**config.mk**
```make
export PLATFORM = sky130hd
export DESIGN_NAME = spi_master_wb
export DESIGN_NICKNAME = d
export VERILOG_FILES = /design/src/rtl/spi_master_wb.sv
export SDC_FILE = /design/constraint.sdc
export NUM_CORES = 1
export LEC_CHECK = 0
export CORE_MARGIN = 10
export CORE_UTILIZATION = 52
export CTS_CLUSTER_DIAMETER = 200
export DETAILED_ROUTE_END_ITERATION = 8
export PLACE_DENSITY = 0.78
export SLEW_MARGIN = 20
export SYNTH_ARGS = -nofsm -noshare
export SYNTH_HDL_FRONTEND = slang
export SYNTH_SLANG_ARGS = --single-unit
export TNS_END_PERCENT = 30
```
**constraint.sdc**
```tcl
create_clock -name clk_i -period 2.93 [get_ports clk_i]
set_clock_uncertainty 0.2 [all_clocks]
set_input_delay 0.293 -clock clk_i [delete_from_list [all_inputs] [get_ports clk_i]]
set_output_delay 0.293 -clock clk_i [all_outputs]
set_load 0.05 [all_outputs]
```
**src/rtl/spi_master_wb.sv**
```systemverilog
// spi_master_wb: Wishbone-controlled SPI master (mode 0, MSB first).
// A frame is LEAD, a command byte, a data byte, TRAIL, and a one-cycle DONE.
// The slave returns a header during the command byte and data during the data byte.
// Optional header checking is enabled by defining SPI_MASTER_HDRCHK_EN.
module spi_master_wb #(
    parameter int         WIDTH       = 8,
    parameter logic [7:0] HEADER_BYTE = 8'hA7,
    parameter int         CLKDIV      = 4,
    parameter int         DELAY       = 3
) (
    input  logic             clk_i,
    input  logic             rst_i,
    input  logic             cyc_i,
    input  logic             stb_i,
    input  logic             we_i,
    input  logic [1:0]       adr_i,
    input  logic [WIDTH-1:0] dat_i,
    output logic [WIDTH-1:0] dat_o,
    output logic             ack_o,
    output logic             wat_o,
    output logic             rty_o,
    output logic             err_o,
    output logic             busy_o,
    output logic             hdr_err_o,
    output logic             SCK,
    output logic             SSEL,
    output logic             MOSI,
    input  logic             MISO
);

    // Only the 8-bit configuration is built. DELAY is accepted for compatibility
    // with older benches; this model assigns registers without delay.
    generate
        if (WIDTH != 8 || CLKDIV < 2 || CLKDIV > 255 || DELAY < 0 ||
            $bits(HEADER_BYTE) != WIDTH) begin : g_bad_param
            $error("spi_master_wb: unsupported parameter set");
        end
    endgenerate

    localparam logic [7:0] CNT_MAX = 8'(CLKDIV - 1);

    typedef enum logic [2:0] {
        S_IDLE, S_LEAD, S_CMD, S_DATA, S_TRAIL, S_DONE
    } state_t;

    state_t           state_q, state_d;
    logic [7:0]       cnt_q, cnt_d;
    logic [2:0]       bit_q, bit_d;
    logic             sck_q, sck_d;
    logic             ssel_q, ssel_d;
    logic             mosi_q, mosi_d;
    logic [WIDTH-1:0] tx_sh_q, tx_sh_d;
    logic [WIDTH-1:0] rx_sh_q, rx_sh_d;
    logic [WIDTH-1:0] txd_q, txd_d;
    logic [WIDTH-1:0] cmd_q, cmd_d;
    logic [WIDTH-1:0] rxd_q, rxd_d;
    logic [WIDTH-1:0] dat_q, dat_d;
    logic             busy_q, busy_d;
    logic             done_q, done_d;
    logic             ack_q, ack_d;
    logic             rty_q, rty_d;
    logic             hdr_err_w;
    logic [WIDTH-1:0] status_w;
    logic             req, wr, rd, cmd_wr, half_end;

`ifdef SPI_MASTER_HDRCHK_EN
    logic hdr_err_q, hdr_err_d;
    assign hdr_err_w = hdr_err_q;
`else
    assign hdr_err_w = 1'b0;
`endif

    assign status_w = {5'b0, hdr_err_w, done_q, busy_q};

    // Bus decode, register file updates and the frame sequencer (next-state logic).
    always_comb begin
        state_d = state_q;
        cnt_d   = cnt_q;
        bit_d   = bit_q;
        sck_d   = sck_q;
        ssel_d  = ssel_q;
        mosi_d  = mosi_q;
        tx_sh_d = tx_sh_q;
        rx_sh_d = rx_sh_q;
        txd_d   = txd_q;
        cmd_d   = cmd_q;
        rxd_d   = rxd_q;
        dat_d   = dat_q;
        busy_d  = busy_q;
        done_d  = done_q;
`ifdef SPI_MASTER_HDRCHK_EN
        hdr_err_d = hdr_err_q;
`endif
        req      = cyc_i & stb_i;
        wr       = req & we_i;
        rd       = req & ~we_i;
        cmd_wr   = wr && (adr_i == 2'd1);
        half_end = (cnt_q == CNT_MAX);

        // A command arriving mid-frame is refused with a retry instead of an ack.
        ack_d = req & ~(cmd_wr & busy_q);
        rty_d = cmd_wr & busy_q;

        if (wr && adr_i == 2'd0) txd_d = dat_i;
        if (rd) begin
            case (adr_i)
                2'd0:    dat_d = rxd_q;
                2'd2:    dat_d = status_w;
                default: dat_d = '0;
            endcase
        end
        if (rd && adr_i == 2'd0) done_d = 1'b0;
`ifdef SPI_MASTER_HDRCHK_EN
        if (rd && adr_i == 2'd2) hdr_err_d = 1'b0;
`endif

        // Sequencer assignments come last so a frame event wins over a bus clear.
        case (state_q)
            S_IDLE: begin
                if (cmd_wr && !busy_q) begin
                    state_d = S_LEAD;
                    cmd_d   = dat_i;
                    ssel_d  = 1'b0;
                    busy_d  = 1'b1;
                    done_d  = 1'b0;
                    cnt_d   = '0;
                end
            end
            S_LEAD: begin
                cnt_d = cnt_q + 8'd1;
                if (half_end) begin
                    state_d = S_CMD;
                    cnt_d   = '0;
                    bit_d   = '0;
                    tx_sh_d = cmd_q;
                    mosi_d  = cmd_q[WIDTH-1];
                end
            end
            S_CMD, S_DATA: begin
                cnt_d = cnt_q + 8'd1;
                if (half_end) begin
                    cnt_d = '0;
                    if (!sck_q) begin
                        sck_d   = 1'b1;
                        rx_sh_d = {rx_sh_q[WIDTH-2:0], MISO};
                    end else begin
                        sck_d = 1'b0;
                        if (bit_q == 3'd7) begin
                            bit_d = '0;
                            if (state_q == S_CMD) begin
                                // cmd bit7 set means write: send TXD, else send zeros.
                                state_d = S_DATA;
                                tx_sh_d = cmd_q[WIDTH-1] ? txd_q : '0;
                                mosi_d  = cmd_q[WIDTH-1] & txd_q[WIDTH-1];
`ifdef SPI_MASTER_HDRCHK_EN
                                if (rx_sh_q != HEADER_BYTE) hdr_err_d = 1'b1;
`endif
                            end else begin
                                state_d = S_TRAIL;
                                mosi_d  = 1'b0;
                            end
                        end else begin
                            bit_d   = bit_q + 3'd1;
                            tx_sh_d = {tx_sh_q[WIDTH-2:0], 1'b0};
                            mosi_d  = tx_sh_q[WIDTH-2];
                        end
                    end
                end
            end
            S_TRAIL: begin
                cnt_d = cnt_q + 8'd1;
                if (half_end) begin
                    state_d = S_DONE;
                    cnt_d   = '0;
                end
            end
            S_DONE: begin
                state_d = S_IDLE;
                ssel_d  = 1'b1;
                busy_d  = 1'b0;
                done_d  = 1'b1;
                rxd_d   = rx_sh_q;
            end
            default: state_d = S_IDLE;
        endcase
    end

    // State and datapath registers with asynchronous reset.
    always_ff @(posedge clk_i or posedge rst_i) begin
        if (rst_i) begin
            state_q <= S_IDLE;
            cnt_q   <= '0;
            bit_q   <= '0;
            sck_q   <= 1'b0;
            ssel_q  <= 1'b1;
            mosi_q  <= 1'b0;
            tx_sh_q <= '0;
            rx_sh_q <= '0;
            txd_q   <= '0;
            cmd_q   <= '0;
            rxd_q   <= '0;
            dat_q   <= '0;
            busy_q  <= 1'b0;
            done_q  <= 1'b0;
            ack_q   <= 1'b0;
            rty_q   <= 1'b0;
        end else begin
            state_q <= state_d;
            cnt_q   <= cnt_d;
            bit_q   <= bit_d;
            sck_q   <= sck_d;
            ssel_q  <= ssel_d;
            mosi_q  <= mosi_d;
            tx_sh_q <= tx_sh_d;
            rx_sh_q <= rx_sh_d;
            txd_q   <= txd_d;
            cmd_q   <= cmd_d;
            rxd_q   <= rxd_d;
            dat_q   <= dat_d;
            busy_q  <= busy_d;
            done_q  <= done_d;
            ack_q   <= ack_d;
            rty_q   <= rty_d;
        end
    end

`ifdef SPI_MASTER_HDRCHK_EN
    // Sticky header-mismatch flag.
    always_ff @(posedge clk_i or posedge rst_i) begin
        if (rst_i) hdr_err_q <= 1'b0;
        else       hdr_err_q <= hdr_err_d;
    end
`endif

    assign dat_o     = dat_q;
    assign ack_o     = ack_q;
    assign rty_o     = rty_q;
    assign wat_o     = 1'b0;
    assign err_o     = 1'b0;
    assign busy_o    = busy_q;
    assign hdr_err_o = hdr_err_w;
    assign SCK       = sck_q;
    assign SSEL      = ssel_q;
    assign MOSI      = mosi_q;

endmodule

```
### Word-level counts from Yosys, hierarchy flattened

Index checks and enable logic that the tools add are counted.

* register bits after elaboration: 68
* word-level logic and storage cells: 101

* add/subtract/negate cells: 2
* equal/unequal tests: 16
* mux-type cells: 38
* bitwise logic cells: 9
* reduce and logical (&&, ||, !) cells: 20

Operators with widths (count)
* two-way mux 7 bit: 6
* two-way mux 3 bit: 11
* one-hot mux 8 bit (2 select lines): 2
* two-way mux 8 bit: 2
* one-hot mux 7 bit (2 select lines): 1
* inequality test 2 bit, second input constant: 6
* one-hot mux 3 bit (4 select lines): 1
* two-way mux 1 bit: 10
* equality test 3 bit, second input constant: 3
* adder 8 x 1 -> 8 bit, second input constant: 1
* equality test 8 x 2 -> 1 bit, second input constant: 1
* one-hot mux 1 bit (2 select lines): 4
* AND reduction 2 bit: 4
* bitwise AND 1 bit: 6
* equality test 3 x 2 -> 1 bit, second input constant: 2
* one-hot mux 3 bit (2 select lines): 1
* AND reduction 6 bit: 1
* nonzero test 2 bit: 3
* AND reduction 5 bit: 1
* logical AND 1 bit: 4
* AND reduction 4 bit: 1
* OR reduction 4 bit: 1
* adder 3 x 1 -> 3 bit, second input constant: 1
* equality test 3 x 1 -> 1 bit, second input constant: 1
* other kinds (9): 11

### Longest topological paths before layout

Gate-level depths: netlist of the first run.

* depth after elaboration: 6
* depth in mapped cells: 7

### Least setup slack after synthesis of the first run

OpenSTA, ideal clock, no wires.

* path type: reg-to-reg
* start point: register bit_q[0]
* end point: register tx_sh_q[0]
* arrival time: 2.103 ns
* path slack: 0.502 ns
* cell stages (with the launch flop): 7
* buffers on the path: 0
* clock period less this slack: 2.428 ns
* path through: dfrtp_1 -> ha_1 -> ha_1 -> inv_1 -> o21ai_0 -> a2111oi_4 -> mux2_4

* cells in the longest elaborated chain, start to end: 5
* elaborated cells between the ends (all ways): 7

Ends and longest elaborated chain
* from (decl): line 48 `logic [2:0] bit_q, bit_d;`
* from (signal assigned): line 210 `bit_q <= bit_d;`
* equality test 3 bit *: line 148 `if (bit_q == 3'd7) begin`
* two-way mux 7 bit: line 148
* two-way mux 7 bit: line 143 `if (!sck_q) begin`
* two-way mux 7 bit: line 141 `if (half_end) begin`
* one-hot mux 7 bit (2 select lines): line 118 `case (state_q)`
* to (signal assigned): line 214 `tx_sh_q <= tx_sh_d;`
* to (decl): line 52 `logic [WIDTH-1:0] tx_sh_q, tx_sh_d;`

Every way passes the cells marked *; elsewhere a longest branch is shown, timed or not. The select of a mux whose other input is x is not followed.
A chain may end at the register's enable or synchronous reset.

### Worst setup path after layout of the first run

Same ends and word-level chain as after synthesis.

==> results.cfg, run 1 <==
[floorplanning]
initial_core_util = 0.531
die_h_um = 97.3
num_rows = 28
core_area_um2 = 5850
dieArea_um2 = 9460
ios = 33
die_w_um = 97.3

[routing]
via_count = 2144
topRoutingLayerUsed = met4
met2_length_um = 3160
viasPerCell = 5.67
wire_per_inst_um = 16.8
first_iter_violations = 114
wl_met1_um = 2850
drc = 0
wl_met3_um = 210
drt_wl_total_um = 6330
postRouteAntennaNets = 0
first_pass_iters = 4

[cells_and_area]
finalNetCount = 317
synthToLayoutAreaGrowth_pct = 18.7
final_cell_count_no_fill = 378
num_antenna_cells = 0
layout-drive-gt1-share = 0.208
nFillCells = 449

[synthesis]
ys_seq_area_frac = 0.549
netlist_top_cells_area = dfrtp_1 54%, mux2_2 12%, mux2i_1 3.9%
synth_top_area_share = 0.540
synthCells = 266
ys_ff_latch = 68
synth.distinct_cells = 44
synth-main-ff-cell = dfrtp_1
syn_avg_cell_area_um2 = 11.7
yosysTopAreaCell = dfrtp_1
synthArstFlopShare = 1.00
syn_area_um2 = 3100
yosys_warnings = 0
synth_edf_count = 0

[sta]
hold_violations = 0
rsz0062_at_grt = false
fin_crit_ns = 2.51
setup_tns_ns = 0
slew_viol_final = 0
max_slew_margin = 0.496
fmax_ghz = 0.398
whs_ns = 0.274
setup_ws_ns = 0.416
period_share = 0.858
worst_pin_slew_ns = 0.752
setup_viol_count_final = 0

[pwr]
power_density_nw_per_um2 = 510
power.leakage_nw = 1.66
irDropWorstVdd_uv = 345

[global_route]
grt_first_pass_wirelength_um = 10600
grt_max_degree = 62
grt_pass1_vias = 2183
grt-ovfl-total = 0
antenna_found_initial = 0
track_usage = 0.136

[setup_path]
crit_top_cell = ha_1
slowest_stage = dfrtp_1
cp.required_ns = 2.96
reg2reg_slack_ns = 0.42
endpoint_kind = register
crit_buf_inv = 2
arrival_ns = 2.55
critPathMaxStageDelay_ns = 0.40
start_kind = register
critPathTopFamily = compound AO/OA/AOI/OAI gates
crit_type = register to register
worstPathCellList = ha_1 > ha_1 > inv_1 > o21ai_0 > a2111oi_4 > buf_4 > mux2_4
crit_fanout = 8

[clock_network]
ctsLongestPathBuffers = 2
post_cts_buffers = 0
clk_latency_ns = 0.34
tritoncts = built
numClockSinks = 68
cts_max_level = 3
path_clk_slew_ns = 0.08
cts_resized = 0
hold_buffers = 1
cts-buffers-inserted = 9
clockRootBuffer = clkbuf_8

[run]
cap_violations = 0

[placement]
dp_hpwl_um = 4460
gp_congestion = 0.838
place_ws_ns = 0.442
placed_cells = 361
io_buffer_count = 29

[min_path]
hold_path_class = register to register

[run_status]
status = finished clean
[worst register-to-register path, cell delays in order, from the launching register on]
cell and delay [ns]:
dfrtp_1 0.40, ha_1 0.21, ha_1 0.24, inv_1 0.24
o21ai_0 0.20, a2111oi_4 0.37, buf_4 0.23, mux2_4 0.31
[cell usage in the layout (no fill, tap or decap), types with 2 or more instances in the layout]
cell type,netlist,routed
mux2_2,34,34
and3_1,4,4
a21boi_0,2,2
mux2_4,2,2
nor3_1,6,6
nand3b_1,2,2
a221o_1,5,5
clkinv_2,0,2
nand4_1,2,2
clkinvlp_4,0,2
nor2b_1,2,2
dfrtp_1,67,67
nand2_1,27,27
clkbuf_8,0,10
conb_1,1,3
o21ai_0,14,14
a31oi_1,10,10
nor2_1,9,9
o211ai_1,2,2
buf_4,3,4
inv_1,12,11
clkdlybuf4s50_1,0,29
mux2i_1,12,12
ha_1,3,3
nand3_1,11,11
a21oi_1,2,2
o31ai_1,2,2
[area by class of cell]
| class | count | area [um^2] | share of cell area |
|---|---|---|---|
| flip-flops and latches | 68 | 1700 | 0.462 |
| multi-input cells | 172 | 1290 | 0.350 |
| repair buffers | 35 | 350 | 0.0951 |
| clock buffers | 10 | 138 | 0.0374 |
| well taps | 75 | 93.8 | 0.0255 |
| clock inverters | 6 | 63.8 | 0.0173 |
| inverters | 12 | 45.0 | 0.0122 |
[final timing paths]
path | start | endpoint | cells after the start
max in group asynchronous | rst_i | SSEL | 4
min in group asynchronous | rst_i | dat_o[3] | 3
worst max-delay path | bit_q[0] | tx_sh_q[0] | 7
worst min register to register | SSEL | SSEL | 2
worst min-delay path | SSEL | SSEL | 2
worst max register to register | bit_q[0] | tx_sh_q[0] | 7
[kinds of logic (layout without fill, tap and decap cells)]
family,after synthesis,count (layout),share of synthesized area
adders and majority gates,3,3,0.0121
muxes,48,48,0.172
and+or+nand+nor,70,70,0.114
AOI/OAI and AO/OA,47,47,0.111
buffers and inverters,28,63,0.0383
other,1,3,0.00121
DFF,68,68,0.549
xor gates and xnor gates,1,1,0.00282
[through the flow]
stage          area [um^2]   util  power [mW]
4_1_cts               3680  0.630        1.89
6_report              3680  0.630        1.88
5_1_grt               3680  0.630        1.95
2_1_floorplan         3110      -        1.07
3_5_place_dp          3470  0.593        1.12
3_3_place_gp          3470  0.593        1.12
[cells in the mapped netlist (2+ instances only)]
| cell type | n |
|---|---|
| a21boi_0 | 2 |
| a21oi_1 | 2 |
| a221o_1 | 5 |
| a31oi_1 | 10 |
| and3_1 | 4 |
| buf_2 | 2 |
| buf_4 | 3 |
| clkbuf_1 | 11 |
| dfrtp_1 | 67 |
| ha_1 | 3 |
| inv_1 | 12 |
| mux2_2 | 34 |
| mux2_4 | 2 |
| mux2i_1 | 12 |
| nand2_1 | 27 |
| nand3_1 | 11 |
| nand3b_1 | 2 |
| nand4_1 | 2 |
| nor2_1 | 9 |
| nor2b_1 | 2 |
| nor3_1 | 6 |
| o211ai_1 | 2 |
| o21ai_0 | 14 |
| o31ai_1 | 2 |
[flip-flops by register name, summed over array words and instances, names as in the netlist, 7 cells and up]
name,count
rx_sh_q,8
cnt_q,8
rxd_q,8
txd_q,8
cmd_q,8
dat_o,8
tx_sh_q,7
[metal layers]
metal	track usage	up-vias
met5	0	-
met4	0.0671	0
met3	0.0363	8
met2	0.228	33
met1	0.157	1083
li1	-	1020
[power by group]
group / switching, mW / total [mW] / internal [mW]
clock: 0.363 / 0.777 / 0.414
combinational: 0.0591 / 0.111 / 0.0521
sequential: 0.0191 / 0.992 / 0.973
total: 0.441 / 1.88 / 1.44
Note: power is estimated with default switching activity, not from simulation.
==> run 2, diff against run 1 <==
Settings changed: CTS_CLUSTER_SIZE set to 8.
==> results of run 2 <==
The final DEF is identical to that of run 1; final timing and power are the same.
